## src/rtl/mem_port_arbiter.sv

```systemverilog
// Single-port memory arbiter between the instruction-fetch and data paths.
// Round-robin on ties, fixed wait-state access, one-cycle ack per transaction.
module mem_port_arbiter #(
  parameter int ADDR_W      = 32,
  parameter int DATA_W      = 32,
  parameter int WAIT_CYCLES = 2
) (
  input  logic              clk,
  input  logic              reset,
  input  logic              if_req,
  input  logic [ADDR_W-1:0] if_addr,
  output logic              if_ack,
  output logic [DATA_W-1:0] if_rdata,
  input  logic              dm_req,
  input  logic              dm_we,
  input  logic [ADDR_W-1:0] dm_addr,
  input  logic [DATA_W-1:0] dm_wdata,
  output logic              dm_ack,
  output logic [DATA_W-1:0] dm_rdata,
  output logic [ADDR_W-1:0] mem_addr,
  output logic              mem_re,
  output logic              mem_we,
  output logic [DATA_W-1:0] mem_wdata,
  input  logic [DATA_W-1:0] mem_rdata,
  output logic              busy
);

  typedef enum logic [1:0] {IDLE, ACCESS, DONE} state_t;

  state_t            state, state_nxt;
  logic [3:0]        cnt;
  logic              last_dm;
  logic              we_r;
  logic [ADDR_W-1:0] addr_r;
  logic [DATA_W-1:0] wdata_r;
  logic              grant, grant_dm;

  always_comb begin
    state_nxt = state;
    grant     = 1'b0;
    grant_dm  = last_dm;
    case (state)
      IDLE: begin
        if (if_req || dm_req) begin
          grant     = 1'b1;
          grant_dm  = (if_req && dm_req) ? ~last_dm : dm_req;
          state_nxt = ACCESS;
        end
      end
      ACCESS:  if (cnt == 4'd0) state_nxt = DONE;
      DONE:    state_nxt = IDLE;
      default: state_nxt = IDLE;
    endcase
  end

  // last_dm doubles as the owner of the in-flight transaction.
  always_ff @(posedge clk or posedge reset) begin
    if (reset) begin
      state    <= IDLE;
      cnt      <= 4'd0;
      last_dm  <= 1'b1;
      we_r     <= 1'b0;
      addr_r   <= '0;
      wdata_r  <= '0;
      if_rdata <= '0;
      dm_rdata <= '0;
    end else begin
      state <= state_nxt;
      if (grant) begin
        addr_r  <= grant_dm ? dm_addr : if_addr;
        if (grant_dm) wdata_r <= dm_wdata;
        we_r    <= grant_dm & dm_we;
        last_dm <= grant_dm;
        cnt     <= 4'(WAIT_CYCLES - 1);
      end else if (state == ACCESS) begin
        if (cnt != 4'd0) cnt <= cnt - 4'd1;
        else if (!we_r) begin
          if (last_dm) dm_rdata <= mem_rdata;
          else         if_rdata <= mem_rdata;
        end
      end
    end
  end

  assign mem_addr  = addr_r;
  assign mem_wdata = wdata_r;
  assign mem_re    = (state == ACCESS) & ~we_r;
  assign mem_we    = (state == ACCESS) &  we_r;
  assign if_ack    = (state == DONE) & ~last_dm;
  assign dm_ack    = (state == DONE) &  last_dm;
  assign busy      = (state != IDLE);

endmodule

```

## config.mk

```make
export PLATFORM = sky130hd
export DESIGN_NAME = mem_port_arbiter
export DESIGN_NICKNAME = d
export VERILOG_FILES = /design/src/rtl/mem_port_arbiter.sv
export SDC_FILE = /design/constraint.sdc
export NUM_CORES = 1
export LEC_CHECK = 0
export BUFFER_PORTS_ARGS = -buffer_cell sky130_fd_sc_hd__buf_2
export CORE_MARGIN = 2
export CORE_UTILIZATION = 45
export DETAILED_ROUTE_END_ITERATION = 10
export GPL_ROUTABILITY_DRIVEN = 1
export GPL_TIMING_DRIVEN = 1
export PLACE_DENSITY = 0.76
export RECOVER_POWER = 100
export SYNTH_ARGS = -nofsm -noshare
export SYNTH_HDL_FRONTEND = slang
export SYNTH_SLANG_ARGS = --single-unit
```

## constraint.sdc

```tcl
create_clock -name clk -period 7.1 [get_ports clk]
set_clock_uncertainty 0.1 [all_clocks]
set_input_delay 0.71 -clock clk [delete_from_list [all_inputs] [get_ports clk]]
set_output_delay 0.71 -clock clk [all_outputs]
set_load 0.01 [all_outputs]
```

==> out/metrics.yaml <==
clock_tree:
  clkSlewWorstSetupHoldPaths_ps: 50
  cts_resized: 0
  cts_htree_levels: 4
  holdBufCountCts: 0
  clock-root-buffer: "clkbuf_16"
  cts_max_path_buffers: 2
  clock_sinks: 136
  insertion_delay_ps: 410
  cts_setup_buffers: 0
  cts_tree: "yes"
  cts_buffers: 17
sta:
  worst_slew_pin_slew_ps: 2680
  hold_viol: 0
  setup_violations: 0
  finalCritPeriodShare_pct: 53.6
  max_slew_margin_pct: -79.5
  rsz0062_at_grt: "false"
  drv_slew: 205
  final.min_clock_period_ps: 3800
  finalSetupTns_ps: 0
  max_freq_ghz: 0.263
  layout_setup_ws_ps: 3300
synthesis:
  syn_inst: 361
  synth-seq-cells: 136
  synth-async-reset-ratio_pct: 100
  synth.avg_cell_area_um2: 15.4
  syn_nets: 496
  ys_warn_count: 0
  synth-edff-count: 0
  synthTopCellsByArea: "dfrtp_1, mux2_2, mux2_4"
  synth_top_area_share_pct: 60.7
  ys.flop_type: "dfrtp_1"
  synth_cell_types: 36
  ys_seq_area_share_pct: 61.2
  netlist_area_mm2: 0.00556
  yosysTopAreaCell: "dfrtp_1"
worst_setup_path:
  cp-end-kind: "async pin"
  cp.required_ps: 7180
  crit_slowest_cell: "clkinvlp_2"
  cp_data_arrival_time_ps: 3890
  crit_buf_inv: 3
  critPathLaunchType: "primary input"
  cp_slowest_stage_delay_ps: 1510
  worstSetupPathType: "primary input to async pin"
  critPathMaxFanout: 74
  path_cells: "buf_2 > clkinvlp_2 > clkbuf_2"
  crit_family: "buffers and inverters"
die:
  row_count: 40
  ios: 266
  design.die.area_mm2: 0.0133
  start_util_pct: 46.1
  die_y_um: 115
  die_w_um: 115
  core_area_mm2: 0.0121
cells_and_area:
  drive_gt1_share_pct: 37.0
  post-route-cell-area_mm2: 0.00732
  nets: 760
  fillers: 1033
  area_growth_pct: 31.6
  num_antenna_cells: 0
  post-route-util_pct: 60.7
detailed_routing:
  routedWlPerCell_um: 16.8
  dr.pass1.iters: 4
  drcViolationCount: 0
  vias: 4100
  totalWireLength_um: 13500
  viasPerCell: 5.09
  drt_iter0_drc: 197
  ant_nets: 0
status:
  violations: "max-capacitance violations, max-slew violations"
  status: "complete, but fails checks"
power_and_ir_drop:
  p_leak_nw: 3.44
  ir_drop_uv: 210
  power.density_mw_per_mm2: 495
hold_path:
  holdCritPathClass: "flop to flop"
run:
  max_cap_viol_count: 4
placement:
  placed_area_mm2: 0.00697
  port_buffers: 265
  pre_cts_slack_ps: 3860
  gp_congestion: 0.809
  dp_hpwl_um: 9670
global_routing:
  grt_pass1_wl_um: 20600
  grt_pass1_vias: 4148
  grt_overflow: 0
  grt_use_total_pct: 20.2
  grt_max_degree: 75
  antenna_found_initial: 0
[per-stage QoR]
step,power [mW],cells,hold slack (ps)
3_5_place_dp,2.89,774,389
5_1_grt,3.84,806,388
3_3_place_gp,2.82,774,371
6_report,3.62,806,388
2_1_floorplan,2.31,361,368
4_1_cts,3.85,806,277
[worst paths after layout]
path                         startpoint            end  slack (ps)  depth (start not counted)
min in group asynchronous         reset  mem_wdata[26]         950                          2
max in group clk               state[0]  mem_wdata[10]        3690                          4
min                        dm_rdata[11]   dm_rdata[11]         390                          1
min reg2reg                dm_rdata[11]   dm_rdata[11]         390                          1
max                               reset    dm_rdata[7]        3300                          3
max reg2reg                    state[0]  mem_wdata[10]        3690                          4
[power by group]
part	total, mW	internal (mW)	switching (mW)
clock network	0.952	0.625	0.327
registers	1.40	1.17	0.225
logic	1.27	0.588	0.682
[sequential cells by signal, indices dropped and copies added (netlist names)]
register and flops:
mem_addr 32, mem_wdata 32, if_rdata 32, last_dm 1, cnt 4, state 2
dm_rdata 32, we_r 1
[routing by layer]
metal | part of all wire (%) | wire (um) | GRT usage, %
met2 | 50 | 6810 | 33.9
met4 | 2.3 | 314 | 9.32
met1 | 39 | 5310 | 23.3
met5 | 0 | 0 | 0
met3 | 7.9 | 1070 | 6.85
[worst reg2reg max path, stage by stage (launching register included)]
cell      delay, ps
dfrtp_1         420
nor3b_1         210
clkbuf_1        870
nand2_1        1080
mux2_2          610
[logic make-up after synthesis]
logic type | Yosys count | share of synthesized area [%]
AO/OA/AOI/OAI | 41 | 6.95
buffers and inverters | 28 | 3.33
multiplexers | 97 | 21.6
adder cells (fa/ha/maj) | 2 | 0.450
flip-flops | 136 | 61.2
AND/OR/NAND/NOR | 57 | 6.41
[placed cells by master, fill, tap and decap left out, types with 2 or more instances in the layout]
| master | synthesis | routed |
|---|---|---|
| a21boi_0 | 2 | 2 |
| a221o_1 | 33 | 33 |
| and3_1 | 33 | 33 |
| buf_2 | 1 | 134 |
| bufinv_16 | 0 | 4 |
| clkbuf_1 | 13 | 134 |
| clkbuf_16 | 0 | 17 |
| clkbuf_8 | 0 | 4 |
| clkinv_2 | 0 | 3 |
| clkinvlp_4 | 0 | 2 |
| dfrtp_1 | 135 | 135 |
| ha_1 | 2 | 2 |
| inv_1 | 4 | 3 |
| mux2_1 | 2 | 32 |
| mux2_2 | 64 | 64 |
| nand2_1 | 5 | 5 |
| nand2b_1 | 2 | 2 |
| nor2_1 | 4 | 4 |
| nor2b_1 | 2 | 2 |
| nor3b_1 | 2 | 2 |
[Yosys cell counts, types with 2 or more instances]
cell and n:
mux2_1 2, dfrtp_1 135, nor3b_1 2, mux2_2 64, clkbuf_1 13, buf_12 3, buf_1 3, mux2_4 30
buf_6 4, nand2_1 5, nor2b_1 2, nor2_1 4, nand2b_1 2, and3_1 33, ha_1 2, inv_1 4
a21boi_0 2, a221o_1 33
[final cells by class]
cell class                 instances  area [um^2]  share of cell area [%]
tap                              168          210                    2.87
timing repair buffer             269         1180                    16.1
clock buffer                      21          480                    6.57
inverter                           4         16.3                   0.222
sequential                       136         3400                    46.5
multi-input combinational        197         1860                    25.4
clock inverter                    11          168                    2.29
(Power assumes the default switching activity.)
